===== src/rtl/cdb_wb_arbiter.sv =====
// Common data bus writeback arbiter: per-producer FIFOs drained one entry per cycle onto a registered CDB.
// Define CDB_FIXED_PRIO_EN for fixed lowest-index priority; default build uses round-robin.
module cdb_wb_arbiter #(
  parameter int NUM_REQ = 2,
  parameter int DEPTH   = 4,
  parameter int TAG_W   = 6,
  parameter int DATA_W  = 32
) (
  input  logic                      CLK,
  input  logic                      RESET,
  input  logic                      FLUSH,
  input  logic [NUM_REQ-1:0]        req_valid,
  input  logic [NUM_REQ*TAG_W-1:0]  req_tag,
  input  logic [NUM_REQ*DATA_W-1:0] req_data,
  output logic [NUM_REQ-1:0]        req_ready,
  input  logic                      cdb_stall,
  output logic                      cdb_valid,
  output logic [TAG_W-1:0]          cdb_tag,
  output logic [DATA_W-1:0]         cdb_data,
  output logic [1:0]                cdb_src
);
  localparam int PTR_W = $clog2(DEPTH);
  localparam int CNT_W = PTR_W + 1;
  localparam int ENT_W = TAG_W + DATA_W;

  logic [ENT_W-1:0] mem    [NUM_REQ][DEPTH];
  logic [PTR_W-1:0] wr_ptr [NUM_REQ];
  logic [PTR_W-1:0] rd_ptr [NUM_REQ];
  logic [CNT_W-1:0] count  [NUM_REQ];
  logic [NUM_REQ-1:0] cand;
  logic [NUM_REQ-1:0] push;
  logic [NUM_REQ-1:0] pop;
  logic             any_cand;
  logic             grant;
  logic [1:0]       winner;
  logic [ENT_W-1:0] head;

  always_comb begin
    for (int i = 0; i < NUM_REQ; i++) begin
      cand[i]      = (count[i] != '0);
      req_ready[i] = (count[i] != CNT_W'(DEPTH));
      push[i]      = req_valid[i] & req_ready[i] & RESET & ~FLUSH;
    end
  end

`ifdef CDB_FIXED_PRIO_EN
  always_comb begin
    winner   = '0;
    any_cand = 1'b0;
    for (int i = 0; i < NUM_REQ; i++) begin
      if (!any_cand && cand[i]) begin
        winner   = 2'(i);
        any_cand = 1'b1;
      end
    end
  end
`else
  logic [1:0] rr_ptr;

  function automatic logic [1:0] wrap_add(input logic [1:0] base, input int k);
    int s;
    s = int'(base) + k;
    if (s >= NUM_REQ) s = s - NUM_REQ;
    return s[1:0];
  endfunction

  // Search order starts at rr_ptr; the first nonempty FIFO in that order wins.
  always_comb begin
    winner   = '0;
    any_cand = 1'b0;
    for (int k = 0; k < NUM_REQ; k++) begin
      for (int i = 0; i < NUM_REQ; i++) begin
        if (!any_cand && cand[i] && (2'(i) == wrap_add(rr_ptr, k))) begin
          winner   = 2'(i);
          any_cand = 1'b1;
        end
      end
    end
  end

  always_ff @(posedge CLK) begin
    if (!RESET || FLUSH) rr_ptr <= '0;
    else if (grant)      rr_ptr <= wrap_add(winner, 1);
  end
`endif

  assign grant = any_cand & ~cdb_stall & ~FLUSH;

  always_comb begin
    head = '0;
    for (int i = 0; i < NUM_REQ; i++) begin
      pop[i] = grant && (winner == 2'(i));
      if (winner == 2'(i)) head = mem[i][rd_ptr[i]];
    end
  end

  // FIFO storage carries no reset; validity lives entirely in count.
  always_ff @(posedge CLK) begin
    for (int i = 0; i < NUM_REQ; i++) begin
      if (push[i]) mem[i][wr_ptr[i]] <= {req_tag[i*TAG_W +: TAG_W], req_data[i*DATA_W +: DATA_W]};
    end
  end

  always_ff @(posedge CLK) begin
    for (int i = 0; i < NUM_REQ; i++) begin
      if (!RESET || FLUSH) begin
        count[i]  <= '0;
        wr_ptr[i] <= '0;
        rd_ptr[i] <= '0;
      end else begin
        if (push[i]) wr_ptr[i] <= wr_ptr[i] + PTR_W'(1);
        if (pop[i])  rd_ptr[i] <= rd_ptr[i] + PTR_W'(1);
        case ({push[i], pop[i]})
          2'b10:   count[i] <= count[i] + CNT_W'(1);
          2'b01:   count[i] <= count[i] - CNT_W'(1);
          default: count[i] <= count[i];
        endcase
      end
    end
  end

  // CDB output stage: stall freezes everything, an idle cycle only drops valid.
  always_ff @(posedge CLK) begin
    if (!RESET) begin
      cdb_valid <= 1'b0;
      cdb_tag   <= '0;
      cdb_data  <= '0;
      cdb_src   <= '0;
    end else if (FLUSH) begin
      cdb_valid <= 1'b0;
    end else if (!cdb_stall) begin
      if (grant) begin
        cdb_valid <= 1'b1;
        cdb_tag   <= head[ENT_W-1 -: TAG_W];
        cdb_data  <= head[DATA_W-1:0];
        cdb_src   <= winner;
      end else begin
        cdb_valid <= 1'b0;
      end
    end
  end
endmodule


===== config.mk =====
export PLATFORM = sky130hd
export DESIGN_NAME = cdb_wb_arbiter
export DESIGN_NICKNAME = d
export VERILOG_FILES = /design/src/rtl/cdb_wb_arbiter.sv
export SDC_FILE = /design/constraint.sdc
export NUM_CORES = 1
export LEC_CHECK = 0
export ABC_AREA = 1
export ABC_CLOCK_PERIOD_IN_PS = 4200
export BUFFER_PORTS_ARGS = -buffer_cell sky130_fd_sc_hd__buf_2
export CAP_MARGIN = 20
export CORE_ASPECT_RATIO = 0.7
export CORE_UTILIZATION = 45
export CTS_BUF_LIST = sky130_fd_sc_hd__clkbuf_4
export CTS_CLUSTER_SIZE = 40
export DETAILED_ROUTE_END_ITERATION = 6
export PLACE_DENSITY = 0.65
export SYNTH_ARGS = -nofsm -noshare
export SYNTH_HDL_FRONTEND = slang
export SYNTH_SLANG_ARGS = --single-unit

===== constraint.sdc =====
create_clock -name CLK -period 4.2 [get_ports CLK]
set_clock_uncertainty 0.2 [all_clocks]
set_input_delay 1.05 -clock CLK [delete_from_list [all_inputs] [get_ports CLK]]
set_output_delay 1.05 -clock CLK [all_outputs]
set_load 0.01 [all_outputs]

==> metrics.yaml, run 1 <==
drt:
  wl_met3_um: 2030
  drc_errors: 0
  maxUsedRoutingLayer: "met4"
  wl_met1_um: 16500
  wl_met2_um: 14800
  via_per_inst: 4.84
  wl_per_cell_um: 16.4
  first_pass_iters: 5
  drtIter0Drc: 736
  wirelength_um: 34200
  vias: 10100
  ant_nets: 0
global_routing:
  overflow: 0
  grt_max_degree: 79
  grt_usage: 0.205
  grt_pass1_wl_um: 53400
  antenna_found_initial: 2
  grt_pass1_vias: 9591
setup_path:
  r2r_end: "count[0][0]"
  cp_cell_sequence: "inv_1 -> ha_1 -> nand2_1 -> buf_2"
  cp_data_required_time_ns: 2.95
  critPathSlowestCell: "edfxtp_1"
  r2r_setup_slack_ns: 1.47
  reg2reg_depth: 10
  cp.arrival_ns: 1.72
  cp_max_fo: 3
  worst_setup_path_start_kind: "register"
  reg2reg_from: "count[0][0]"
  critPathCaptureType: "primary output"
  critPathKind: "register to primary output"
  cpPeakStageDelay_ns: 0.42
min_path:
  min_to: "cdb_src[0]"
  hold_start: "cdb_src[0]"
  hold_depth: 2
  hp-class: "register to register"
clocking:
  hold_buffers: 0
  cts_resized: 0
  clk_pin_slew_ns: 0.06
  numClockSinks: 359
  post-cts-setup-buffer-count: 0
  cts_inserted_buffers: 85
  clk_latency_ns: 0.76
  htree_levels: 3
  root_buffer: "clkbuf_4"
  clockBufferDepth: 3
  cts_tree: "built"
power_and_ir_drop:
  ir_drop_mv: 0.257
  power_density_nw_per_um2: 436
  p_leak_nw: 7.39
  p_clk_frac: 0.368
  p_comb_frac: 0.095
  power_switching_w: 0.00187
  intPower_w: 0.00560
  swShare: 0.250
  seq_power_share: 0.537
timing:
  worstMarginPinSlew_ns: 0.866
  finalWorstSetupSlack_ns: 1.23
  min_period_ns: 2.97
  max_freq_ghz: 0.336
  finalMaxSlewViolations: 0
  tns_ns: 0
  period_share: 0.708
  slew_headroom: 0.423
  setup_viol: 0
  finalHoldViolations: 0
  rsz0062_at_grt: "false"
synthesis:
  syn_nets: 1534
  synthCells: 1437
  ys_types: 31
  ys_seq_area_frac: 0.686
  syn_avg_cell_area_um2: 10.5
  yosys_warnings: 0
  synth_area_um2: 15100
  ys_ff_latch: 359
die:
  die_h_um: 155
  die_w_um: 221
  fp-row-count: 55
  start_util: 0.462
  core-area_um2: 32700
  dieArea_um2: 34300
  ioPinCount: 125
run:
  drv_cap: 0
finish:
  num-nets-final: 1693
  drive_above_1_share: 0.183
  multiInputGateArea_um2: 3520
  areaGrowthSynthToFinish_pct: 13.4
  fin_cells: 2083
  fill_cells: 2876
  fin_util: 0.524
  register_area_um2: 10400
placed_design:
  gp_congestion: 0.826
  post-place-ws_ns: 0.615
  port_buffers: 123
  hpwl_um: 21100
  placed_cells: 1936
outcome:
  status: "finished, final reports clean"
==> how the worst max path moves through the flow <==
| stage | start | to | slack [ns] | depth (start not counted) |
|---|---|---|---|---|
| floorplan | RESET | mem[0][0] | 0.19 | 6 |
| global placement | FLUSH | count[1][2] | 0.62 | 9 |
| detailed placement | FLUSH | count[1][2] | 0.61 | 9 |
| CTS | count[0][0] | req_ready[0] | 1.15 | 4 |
| global route | count[0][0] | req_ready[0] | 1.10 | 4 |
| finish | count[0][0] | req_ready[0] | 1.23 | 4 |
==> synthesized netlist by cell type, drive strengths merged <==
library cell / count / area, µm²
nand2: 422 / 1600
edfxtp: 318 / 9550
inv: 235 / 887
nand3: 136 / 703
nor2: 82 / 332
o21ai: 62 / 310
buf: 48 / 315
dfxtp: 41 / 821
a21oi: 31 / 155
clkbuf: 20 / 75.1
o22ai: 19 / 119
ha: 14 / 175
clkinv: 2 / 8.75
xor2: 2 / 17.5
conb: 1 / 3.75
fa: 1 / 20.0
nand4: 1 / 12.5
nor3: 1 / 5.00
xnor2: 1 / 8.76
==> kinds of logic after synthesis <==
kind of cell,synth area share
xor gates and xnor gates,0.00174
buffers and inverters,0.0851
AOI/OAI and AO/OA,0.0387
DFF,0.686
and+or+nand+nor,0.175
adders and majority gates,0.0129
other,0.000248
==> layout make-up <==
class | instances | area share
Clock buffer | 133 | 0.0583
Timing Repair Buffer | 140 | 0.0448
Tap cell | 427 | 0.0312
Clock inverter | 11 | 0.00241
Inverter | 237 | 0.0523
Antenna cell | 3 | 0.000438
Sequential cell | 359 | 0.605
Multi-Input combinational cell | 773 | 0.205
==> flip-flops by register name, indices dropped and copies added (netlist names) <==
| name | count |
|---|---|
| mem | 304 |
| rd_ptr | 4 |
| rr_ptr | 1 |
| cdb_valid | 1 |
| count | 6 |
| cdb_src | 1 |
| cdb_tag | 6 |
| cdb_data | 32 |
| wr_ptr | 4 |
==> worst max-delay path, delay by kind of cell (launching register included) <==
family / cells / cell delay (ns)
adders and majority gates: 1 / 0.20
and+or+nand+nor: 1 / 0.10
DFF: 1 / 0.42
buffers and inverters: 2 / 0.25
==> layout by cell type (no fill, tap or decap), drive strengths merged <==
master / count
clkbuf: 133
xnor2: 1
nor2: 82
buf: 140
a21oi: 31
nand3: 136
edfxtp: 318
conb: 1
nor3: 1
ha: 14
nand2: 422
o21ai: 62
nand4: 1
clkinv: 13
inv: 235
dfxtp: 41
o22ai: 19
diode: 3
xor2: 2
fa: 1
==> power by group through the flow <==
stage / Combinational, W / Clock (W) / Sequential [W]
2_1_floorplan: 0.000445 / 0 / 0.00409
3_3_place_gp: 0.000697 / 0 / 0.00408
3_5_place_dp: 0.000709 / 0 / 0.00409
4_1_cts: 0.000712 / 0.00284 / 0.00401
5_1_grt: 0.000794 / 0.00301 / 0.00401
6_report: 0.000708 / 0.00275 / 0.00401
==> per-layer routing <==
layer,vias to the layer above,GRT usage
met1,4683,0.296
met3,71,0.0465
met5,-,0
li1,5024,-
met4,0,0.0799
met2,294,0.301
==> per-stage QoR <==
step | area, µm² | power (W) | hold slack, ns
after floorplan | 15100 | 0.00454 | 0.250
after global placement | 16100 | 0.00478 | 0.249
after detailed placement | 16100 | 0.00480 | 0.255
after CTS | 17100 | 0.00755 | 0.225
after global routing | 17100 | 0.00782 | 0.232
final | 17100 | 0.00747 | 0.264
Note: power is estimated with default switching activity, not from simulation.
==> run 2: changes to the inputs <==
ABC_CLOCK_PERIOD_IN_PS = 2700   (was 4200)
clock period = 2.7 ns   (was 4.2 ns; I/O delays follow)
==> metrics.yaml, run 2 (same netlist as run 1, synthesis figures left out) <==
setup_path:
  cp.arrival_ns: 1.66  # -0.06 ns
  worst_setup_path_start_kind: "register"
  cpPeakStageDelay_ns: 0.40  # -0.02 ns
  critPathKind: "register to primary output"
  cp_cell_sequence: "inv_1 -> ha_1 -> nand2_1 -> buf_2"
  cp_max_fo: 2  # -1
  critPathSlowestCell: "edfxtp_1"
  cp_data_required_time_ns: 1.82  # -1.13 ns
  critPathCaptureType: "primary output"
clocking:
  clk_latency_ns: 0.71  # -0.05 ns
  root_buffer: "clkbuf_4"
  cts_tree: "built"
  cts_inserted_buffers: 85  # unchanged
  htree_levels: 3  # unchanged
  clk_pin_slew_ns: 0.08  # +0.02 ns
  clockBufferDepth: 3  # unchanged
  numClockSinks: 359  # unchanged
timing:
  setup_viol: 0  # unchanged
  finalMaxSlewViolations: 0  # unchanged
  min_period_ns: 2.54
  slew_headroom: 0.627  # +0.204
  hold_ws_ns: 0.258  # -0.00551 ns
  max_freq_ghz: 0.394
  finalHoldViolations: 0  # unchanged
  period_share: 0.940
  rsz0062_at_grt: "false"
  worstMarginPinSlew_ns: 0.560  # -0.306 ns
global_routing:
  grt_pass1_vias: 10300  # +6.9%
  grt_pass1_wl_um: 53400  # +0.10%
  grt_max_degree: 78  # -1.3%
  overflow: 0  # unchanged
  antenna_found_initial: 2  # unchanged
  grt_usage: 0.201  # -0.00365
drt:
  drtIter0Drc: 702  # -4.6%
  first_pass_iters: 5  # unchanged
  via_per_inst: 4.78  # -1.2%
  vias: 10400  # +3.6%
  wirelength_um: 33800  # -1.0%
  wl_per_cell_um: 15.5  # -5.6%
  drc_errors: 0  # unchanged
  ant_nets: 0  # unchanged
finish:
  drive_above_1_share: 0.183  # +0.000208
  fill_cells: 2836  # -1.4%
  most-common-layout-cells: "nand2_1, edfxtp_1, inv_1"
  largest_reg_flops: 304  # unchanged
  fin_cells: 2183  # +4.8%
  areaGrowthSynthToFinish_pct: 20.5
  final_common_cell: "nand2_1"
  num-nets-final: 1784  # +5.4%
  final_cell_area_um2: 18200  # +6.3%
run:
  drv_cap: 0  # unchanged
die:
  ioPinCount: 125  # unchanged
  dieArea_um2: 34300  # unchanged
  die_h_um: 155  # unchanged
  start_util: 0.462  # unchanged
  core-area_um2: 32700  # unchanged
  die_w_um: 221  # unchanged
  fp-row-count: 55  # unchanged
power_and_ir_drop:
  p_leak_nw: 7.86  # +6.4%
  ir_drop_mv: 0.285  # +11%
  power_density_nw_per_um2: 658  # +51%
  power.total_w: 0.0120  # +61%
outcome:
  status: "finished, final reports clean"
placed_design:
  hpwl_um: 20400  # -3.3%
  placed_cells: 1949  # +0.67%
  gp_congestion: 0.794  # -3.8%
  dpl_cell_area_um2: 16300  # +1.3%
  port_buffers: 123  # unchanged
min_path:
  hp-class: "primary input to register"
-- run 2: cell types whose count changed in the layout (fill, tap and decap cells not counted), sizes merged --
cell         change
buf             +14
bufinv           +2
clkinv           +7
diode            -2
dlygate4sd3     +77
inv              +2
-- run 2: path summary, 6_finish.rpt --
path | startpoint | end | slack, ns | cells past startpoint
worst max-delay path | count[0][1] | req_ready[0] | 0.16 | 4
worst min-delay path | RESET | cdb_data[24] | 0.26 | 4
worst max register to register | count[0][1] | count[1][2] | 0.19 | 12
worst min register to register | cdb_data[10] | cdb_data[10] | 0.26 | 2
-- run 2: what timing repair did --
item	4_1_cts	5_1_grt
resized for setup	0	0
endpoints found under the setup margin	0	2
buffers inserted	0	1
hold buffers	77	0
hold endpoints to repair	305	0
-- run 2: per-stage QoR --
step / utilization / TNS (ns) / setup WS [ns]
2_1_floorplan: - / -76.82 / -0.337
3_3_place_gp: 0.499 / 0 / 0.143
3_5_place_dp: 0.499 / 0 / 0.102
4_1_cts: 0.557 / 0 / 0.0760
5_1_grt: 0.557 / 0 / 0.0166
6_report: 0.557 / 0 / 0.161
-- run 2: area by class of cell --
cell class	count	area (µm²)	area share
Antenna cell	1	2.50	0.000137
Clock buffer	133	998	0.0548
Clock inverter	22	136	0.00749
Inverter	237	896	0.0492
Multi-Input combinational cell	773	3520	0.193
Sequential cell	359	10400	0.569
Tap cell	427	534	0.0293
Timing Repair Buffer	231	1760	0.0964
-- run 2: routing by layer --
metal  share of wire  routed length [µm]  GRT usage  vias to the layer above
met1            0.45               15300      0.266                     4867
met3           0.056                1900     0.0466                       63
li1                -                   -          -                     5218
met2            0.47               15900      0.325                      282
met4           0.022                 749     0.0763                        2
met5         0.00030                  10          0                        -
-- run 2: power by group --
group	leakage, nW	total [W]	switching, W	internal (W)
logic	3.95	0.00118	0.000759	0.000425
registers	3.24	0.00624	0.0000676	0.00617
clock network	0.679	0.00456	0.00213	0.00243
total	7.86	0.0120	0.00296	0.00903
-- run 2: critical path, delay by kind of cell, from the launching register on --
kind                     cells  cell delay (ns)
adder cells (fa/ha/maj)      1             0.19
AND/OR/NAND/NOR              1             0.11
buffers and inverters        2             0.26
flip-flops                   1             0.40
